$ cat src/rtl/vram_blit_ctrl.sv
// vram_blit_ctrl: fill/scroll engine sharing VRAM port A with the host bus.
// Host VRAM accesses always win; the engine stalls around them.
//
// Ports:
//   i_clk, i_rst          clock, synchronous active-high reset
//   i_wraddr/i_byteen/i_wren/i_wrdata   host write (byte address)
//   i_rdaddr/i_rden, o_rddata           host read, data one cycle later
//   o_vram_wea/addra/dina, i_vram_douta VRAM port A (1-cycle read latency)
//   o_busy                engine active
//   o_done_irq            one-cycle pulse on normal completion
module vram_blit_ctrl #(
  parameter int COLS = 80,
  parameter int ROWS = 50,
  parameter int AW   = 12,
  parameter int DW   = 24
) (
  input  logic          i_clk,
  input  logic          i_rst,
  input  logic [15:0]   i_wraddr,
  input  logic [3:0]    i_byteen,
  input  logic          i_wren,
  input  logic [31:0]   i_wrdata,
  input  logic [15:0]   i_rdaddr,
  input  logic          i_rden,
  output logic [31:0]   o_rddata,
  output logic [2:0]    o_vram_wea,
  output logic [AW-1:0] o_vram_addra,
  output logic [DW-1:0] o_vram_dina,
  input  logic [DW-1:0] i_vram_douta,
  output logic          o_busy,
  output logic          o_done_irq
);

  localparam int NWORDS = COLS * ROWS;
  localparam logic [AW-1:0] LAST     = AW'(NWORDS - 1);
  localparam logic [AW-1:0] SCR_LAST = AW'(NWORDS - COLS - 1);
  localparam logic [AW-1:0] COLS_A   = AW'(COLS);

  typedef enum logic [2:0] {
    S_IDLE,
    S_FILL,
    S_SRD,
    S_SWR,
    S_SFIL
  } state_t;

  state_t        r_state;
  state_t        w_state_nx;
  logic [AW-1:0] r_ptr;
  logic [AW-1:0] w_ptr_nx;
  logic          r_cap;
  logic          w_cap_nx;
  logic [DW-1:0] r_hold;
  logic [DW-1:0] w_hold_nx;
  logic [DW-1:0] r_fillv;
  logic          r_done;
  logic          r_done_irq;
  logic          r_rd_vram;
  logic [31:0]   r_rd_reg;

  logic          w_wr_vram;
  logic          w_rd_vram;
  logic          w_wr_reg;
  logic          w_rd_reg;
  logic          w_host;
  logic          w_cmd_wr;
  logic [1:0]    w_op;
  logic          w_abort;
  logic          w_start;
  logic          w_go;
  logic          w_stat_rd;
  logic          w_fillv_wr;
  logic          w_busy;
  logic          w_done_evt;
  logic [2:0]    w_eng_we;
  logic [AW-1:0] w_eng_addr;
  logic [DW-1:0] w_eng_din;
  logic [31:0]   w_reg_rdata;
  logic          w_unused;

  assign w_wr_vram  = i_wren & (i_wraddr[15:14] == 2'b00);
  assign w_rd_vram  = i_rden & (i_rdaddr[15:14] == 2'b00);
  assign w_wr_reg   = i_wren & (i_wraddr[15:14] == 2'b01);
  assign w_rd_reg   = i_rden & (i_rdaddr[15:14] == 2'b01);
  assign w_host     = w_wr_vram | w_rd_vram;
  assign w_cmd_wr   = w_wr_reg & (i_wraddr[3:2] == 2'd0);
  assign w_fillv_wr = w_wr_reg & (i_wraddr[3:2] == 2'd1);
  assign w_stat_rd  = w_rd_reg & (i_rdaddr[3:2] == 2'd2);
  assign w_op       = i_wrdata[1:0];
  assign w_abort    = w_cmd_wr & (w_op == 2'd3);
  assign w_busy     = (r_state != S_IDLE);
  assign w_start    = w_cmd_wr & ~w_busy
                    & ((w_op == 2'd1) | (w_op == 2'd2));
  // An abort takes effect in its own cycle: no engine access then.
  assign w_go       = ~w_host & ~w_abort;

  always_comb begin
    w_state_nx = r_state;
    w_ptr_nx   = r_ptr;
    w_cap_nx   = r_cap;
    w_hold_nx  = r_hold;
    w_done_evt = 1'b0;
    w_eng_we   = 3'b000;
    w_eng_addr = r_ptr;
    w_eng_din  = r_fillv;
    unique case (r_state)
      S_IDLE: begin
        if (w_start) begin
          w_ptr_nx   = '0;
          w_state_nx = (w_op == 2'd1) ? S_FILL : S_SRD;
        end
      end
      S_FILL, S_SFIL: begin
        w_eng_we = 3'b111;
        if (w_go) begin
          w_ptr_nx = r_ptr + 1'b1;
          if (r_ptr == LAST) begin
            w_state_nx = S_IDLE;
            w_done_evt = 1'b1;
          end
        end
      end
      S_SRD: begin
        w_eng_addr = r_ptr + COLS_A;
        if (w_go) begin
          w_cap_nx   = 1'b1;
          w_state_nx = S_SWR;
        end
      end
      S_SWR: begin
        w_eng_we  = 3'b111;
        // Read data is only on the port for one cycle; keep a copy
        // in case the host steals this slot.
        w_eng_din = r_cap ? i_vram_douta : r_hold;
        if (r_cap) begin
          w_hold_nx = i_vram_douta;
          w_cap_nx  = 1'b0;
        end
        if (w_go) begin
          w_ptr_nx   = r_ptr + 1'b1;
          w_state_nx = (r_ptr == SCR_LAST) ? S_SFIL : S_SRD;
        end
      end
      default: w_state_nx = S_IDLE;
    endcase
    if (w_abort) begin
      w_state_nx = S_IDLE;
    end
  end

  always_comb begin
    w_reg_rdata = '0;
    if (w_rd_reg) begin
      unique case (i_rdaddr[3:2])
        2'd1:    w_reg_rdata = {{(32-DW){1'b0}}, r_fillv};
        2'd2:    w_reg_rdata = {30'd0, r_done, w_busy};
        default: w_reg_rdata = '0;
      endcase
    end
  end

  always_ff @(posedge i_clk) begin
    if (i_rst) begin
      r_state    <= S_IDLE;
      r_ptr      <= '0;
      r_cap      <= 1'b0;
      r_hold     <= '0;
      r_fillv    <= '0;
      r_done     <= 1'b0;
      r_done_irq <= 1'b0;
      r_rd_vram  <= 1'b0;
      r_rd_reg   <= '0;
    end else begin
      r_state    <= w_state_nx;
      r_ptr      <= w_ptr_nx;
      r_cap      <= w_cap_nx;
      r_hold     <= w_hold_nx;
      r_done_irq <= w_done_evt;
      if (w_stat_rd || w_start) begin
        r_done <= 1'b0;
      end
      if (w_done_evt) begin
        r_done <= 1'b1;
      end
      if (w_fillv_wr) begin
        for (int b = 0; b < 3; b++) begin
          if (i_byteen[b]) begin
            r_fillv[8*b +: 8] <= i_wrdata[8*b +: 8];
          end
        end
      end
      // Register values are captured at read time so a STATUS read
      // returns DONE before the read clears it.
      if (i_rden) begin
        r_rd_vram <= w_rd_vram;
        r_rd_reg  <= w_reg_rdata;
      end
    end
  end

  always_comb begin
    if (w_rd_vram) begin
      o_vram_addra = i_rdaddr[AW+1:2];
      o_vram_wea   = 3'b000;
    end else if (w_wr_vram) begin
      o_vram_addra = i_wraddr[AW+1:2];
      o_vram_wea   = i_byteen[2:0];
    end else begin
      o_vram_addra = w_eng_addr;
      o_vram_wea   = w_go ? w_eng_we : 3'b000;
    end
  end

  assign o_vram_dina = w_host ? i_wrdata[DW-1:0] : w_eng_din;
  assign o_rddata    = r_rd_vram ? {{(32-DW){1'b0}}, i_vram_douta}
                                 : r_rd_reg;
  assign o_busy      = w_busy;
  assign o_done_irq  = r_done_irq;

  assign w_unused = ^{i_wraddr[1:0], i_rdaddr[1:0],
                      i_wrdata[31:24], i_byteen[3]};

endmodule

$ cat config.mk
export PLATFORM = sky130hd
export DESIGN_NAME = vram_blit_ctrl
export DESIGN_NICKNAME = d
export VERILOG_FILES = /design/src/rtl/vram_blit_ctrl.sv
export SDC_FILE = /design/constraint.sdc
export NUM_CORES = 1
export LEC_CHECK = 0
export BUFFER_PORTS_ARGS = -buffer_cell sky130_fd_sc_hd__buf_2
export CORE_UTILIZATION = 51
export CTS_CLUSTER_DIAMETER = 50
export DETAILED_ROUTE_END_ITERATION = 7
export MAX_ROUTING_LAYER = met4
export PLACE_DENSITY = 0.8
export SYNTH_ARGS = -nofsm -noshare
export SYNTH_HDL_FRONTEND = slang
export SYNTH_SLANG_ARGS = --single-unit
$ cat constraint.sdc
create_clock -name i_clk -period 2.4 [get_ports i_clk]
set_input_delay 0.36 -clock i_clk [delete_from_list [all_inputs] [get_ports i_clk]]
set_output_delay 0.36 -clock i_clk [all_outputs]
set_load 0.005 [all_outputs]
* Word level (Yosys, flattened, before mapping)
Cells that the tools add are included.
** Word-level totals
- Bits in read-only memories :: 0
- Memories kept :: 0
- Input port bits :: 96
- Output and inout bits :: 73
- RAM bits :: 0
- Logic and storage cells :: 98
- Bits in latches :: 0
- Register bits :: 99
** Operators by class
- $lt $le $gt $ge :: 0
- Eq/ne operators :: 20
- Muxes and demuxes :: 31
- Reductions and logical operators :: 18
- Div/mod/pow operators :: 0
- Multipliers :: 0
- Bitwise gates (word level) :: 16
- Add/sub/neg operators :: 2
- Shift operators :: 0
** Operators by type and width (count)
- two-way mux 24 bit :: 4
- two-way mux 12 bit :: 5
- one-hot mux 24 bit (2 select lines) :: 1
- two-way mux 32 bit :: 1
- two-way mux 3 bit :: 10
- == test 12 bit, second input constant :: 2
- one-hot mux 12 bit (2 select lines) :: 1
- adder 12 x 1 -> 12 bit, second input constant :: 1
- adder 12 x 7 -> 12 bit, second input constant :: 1
- one-hot mux 3 bit (4 select lines) :: 1
- AND 1 bit :: 11
- == test 2 x 1 -> 1 bit, second input constant :: 5
- != test 2 bit, second input constant :: 5
- AND reduction 2 bit :: 4
- == test 2 bit, second input constant :: 3
- == test 3 x 2 -> 1 bit, second input constant :: 2
- logical NOT 2 bit :: 3
- two-way mux 1 bit :: 6
- nonzero test 2 bit :: 3
- AND reduction 5 bit :: 1
- OR reduction 2 bit :: 2
- == test 3 x 1 -> 1 bit, second input constant :: 1
- == test 3 bit, second input constant :: 1
- logical NOT 3 bit :: 1
- 9 further kinds :: 12

* Longest topological paths before layout
- Depth after elaboration :: 9
- Gate-level depth with buffers :: 7
- Gate-level depth less buffers :: 7

* Worst setup path before layout
No wires, ideal clock.
- Path type :: register to output
- From :: register r_state[1]
- To :: output port o_vram_addra[6]
- Path slack :: 0.349 ns
- Arrival time :: 1.691 ns
- Path buffers :: 2
- Cell stages (with the launch flop) :: 8
- Data required time :: 2.040 ns
- Cell sequence :: dfxtp_1 -> buf_2 -> or3b_1 -> clkbuf_1 -> or3_1 -> a21oi_1 -> a21oi_1 -> o21ai_0
** Between the ends
- Longest elaborated chain between the ends :: 4
** Ends and longest elaborated chain
- start, declared :: line 47 : state_t r_state;
- start signal, assigned :: line 174 : r_state <= w_state_nx;
- == test 3 x 2 -> 1 bit :: line 106 : unique case (r_state)
- two-way mux 12 bit :: line 106
- two-way mux 12 bit :: line 205 : end else if (w_wr_vram) begin
- two-way mux 12 bit :: line 202 : if (w_rd_vram) begin
- end, declared :: line 27 : output logic [AW-1:0] o_vram_addra,
Every way passes these cells.

* Final worst setup path
- From :: register r_state[2]
- To :: output port o_vram_addra[10]
The elaborated chain is that of the path after synthesis.

==> flow_summary.toml <==
[run_status]
status = "completed"

[power]
swShare_pct = 26.38
powerDensity_mw_per_mm2 = 465.9
power_mw = 2.923
irDropWorstVdd_mv = 0.2767
share_clk_of_total_power_pct = 36.0
p_leak_nw = 2.500
p_int_mw = 2.152
switchingPower_mw = 0.7711
p_comb_share_pct = 12.1
p_seq_share_pct = 51.9

[logic_synthesis]
yosysWarnings = 0
synth.distinct_cells = 53
yosysMostFrequentCell = "nand2_1"
ys_seq_elements = 91
synth-main-ff-cell = "dfxtp_1"
syn-cell-area_mm2 = 0.005172
ys_top_cells_by_area = "dfxtp_1 (35%), nand2_1 (9.5%), a21oi_1 (9.0%)"
synth_top_area_share_pct = 35.22
yosysSeqAreaShare_pct = 35.22
synthCells = 690
yosys.area.top_type = "dfxtp_1"
synth_edf_count = 0
synthArstFlopShare_pct = 0
netlist_top_cells_count = "nand2_1 (131), a21oi_1 (93), dfxtp_1 (91)"
avgSynthCellArea_um2 = 7.496

[grt]
grt_max_degree = 70
grt_usage_pct = 27.68
grt_first_pass_wirelength_um = 22300
grtUsageMet3_pct = 2.847
grt_pass1_vias = 4820
grt_use_met1_pct = 33.93
globalRouteOverflowTotal = 0
antenna_found_initial = 0
use_met2_pct = 46.77
busiest_layer = "met2"

[timing]
setup_violations = 0
worst_slew_pin_slew_ns = 0.9060
finalMaxSlewViolations = 0
skew_ns = 0.01681
max_clock_freq_mhz = 427.0
slew-limit-headroom_pct = 39.60
fin_crit_sh_pct = 97.57
hold_viol_final = 0
rsz0062_at_grt = "yes"
period_minus_slack_ns = 2.342

[clocking]
cts_tree = "done"
cts_buffers = 9
cts.sinks = 91
h-tree-depth = 3
path_clk_slew_ns = 0.10
root_buffer = "clkbuf_8"
clk_latency_ns = 0.36
clk_path_buf_depth = 2

[finish]
drive_above_1_share_pct = 28.08
fin_util_pct = 63.90
area_growth_pct = 21.31
nets = 918
n_antenna_cell = 0

[route]
via_per_inst = 5.601
drc_errors = 0
wirelength_um = 14460
wl_per_cell_um = 15.19
vias = 5332
drt_iter0_markers = 288
dr.pass1.iters = 6
ant_nets = 0

[floorplan]
start_util_pct = 52.68
ios = 169
die_w_um = 102.7
die-area_mm2 = 0.01055
row_count = 36
core-area_mm2 = 0.009819
fp.dieH_um = 102.7

[worst_setup_path]
cpMaxStageDelayCell = "or3b_4"
path_class = "reg -> out"
path_max_fanout = 10
critical-path-max-stage-delay_ns = 0.47
cp_data_arrival_time_ns = 1.98
cp.buffers_inverters = 1
crit_required_ns = 2.04
cp_top_family = "simple AND/OR/NAND/NOR gates"
path_cells = "or3b_4, nor3_1, xnor2_1, a21oi_1, a21o_1, buf_2"
critPathLaunchType = "flip-flop"
end_kind = "output port"

[placed_design]
hpwl_um = 10270
io_buffers = 147
gp_congestion = 0.8967

[job]
maxCapViolations = 0

[min_path]
hp-class = "in -> reg"
-- cells in the final DEF, fill, tap and decap left out, drive strengths merged, types with 2 or more instances in the layout --
cell / instances
ha: 8
nor3b: 2
mux2: 25
inv: 11
xnor2: 4
a22oi: 24
conb: 8
and3: 3
o21ai: 47
o31ai: 3
mux2i: 31
a21oi: 93
nor2: 66
buf: 165
clkbuf: 10
or3b: 2
nand3: 30
clkinvlp: 3
or3: 3
nand4: 3
nor4: 4
a21o: 4
nand2: 131
o21a: 4
dfxtp: 91
a211oi: 2
nand3b: 2
a221o: 2
xor2: 4
and2: 4
a31oi: 4
nand2b: 3
nor3: 10
-- final timing paths --
path / from / end / slack (ns) / depth (start not counted)
setup reg to reg: r_state[0] / r_ptr[11] / 0.32 / 6
hold / removal: i_vram_douta[20] / r_hold[20] / 0.26 / 3
hold reg to reg: r_hold[10] / r_hold[10] / 0.46 / 2
setup / recovery: r_state[2] / o_vram_addra[10] / 0.06 / 6
-- tightest hold or removal path: stages --
cell,delay [ns]
buf_2,0.11
nand2_1,0.05
a21oi_1,0.05
-- power by group through the flow --
| stage | clock [mW] | combinational (mW) | sequential (mW) |
|---|---|---|---|
| after floorplan | 0 | 0.173 | 1.55 |
| after global placement | 0 | 0.336 | 1.55 |
| after detailed placement | 0 | 0.344 | 1.55 |
| after CTS | 1.07 | 0.347 | 1.52 |
| after global routing | 1.13 | 0.385 | 1.52 |
| final | 1.05 | 0.352 | 1.52 |
-- routing by layer --
layer  share of wire [%]  wire [µm]
met5                   0          0
met4                 1.6        234
met3                 7.0       1017
met2                  49       7091
met1                  42       6114
-- per-stage QoR --
| step | setup WS (ns) | hold WS [ns] | instance area (µm²) | TNS (ns) | instances |
|---|---|---|---|---|---|
| after floorplan | 0.3487 | 0.4357 | 5199 | 0 | 697 |
| after global placement | 0.3081 | 0.4408 | 6010 | 0 | 935 |
| after detailed placement | 0.2371 | 0.4482 | 6010 | 0 | 935 |
| after CTS | 0.009950 | 0.2476 | 6220 | 0 | 951 |
| after global routing | -0.02075 | 0.2606 | 6275 | -0.03541 | 952 |
| final | 0.05826 | 0.2580 | 6275 | 0 | 952 |
-- repair_timing --
item / CTS / global route
hold buffers: 0 / 0
pin swaps: 0 / 3
setup buffers: 0 / 1
endpoints found under the setup margin: 9 / 11
cloned: 0 / 0
gates resized for setup: 5 / 18
-- kinds of logic after synthesis --
| kind of cell | Yosys count | share of synthesized area [%] |
|---|---|---|
| fa+ha+maj | 8 | 1.935 |
| mux | 56 | 11.44 |
| compound gates | 187 | 20.83 |
| flops | 91 | 35.22 |
| xor+xnor | 8 | 1.354 |
| other cells | 1 | 0.07250 |
| simple gates | 271 | 23.27 |
| buf+inv | 68 | 5.878 |
-- area by class of cell --
class / instances / area [µm²]
clock buffer: 10 / 127.6
timing repair buffer: 165 / 908.4
clock inverter: 6 / 72.57
inverter: 9 / 33.78
tap: 133 / 166.4
multi-input combinational: 538 / 3137
fill: 891 / 3545
sequential: 91 / 1829
(Power assumes the default switching activity.)
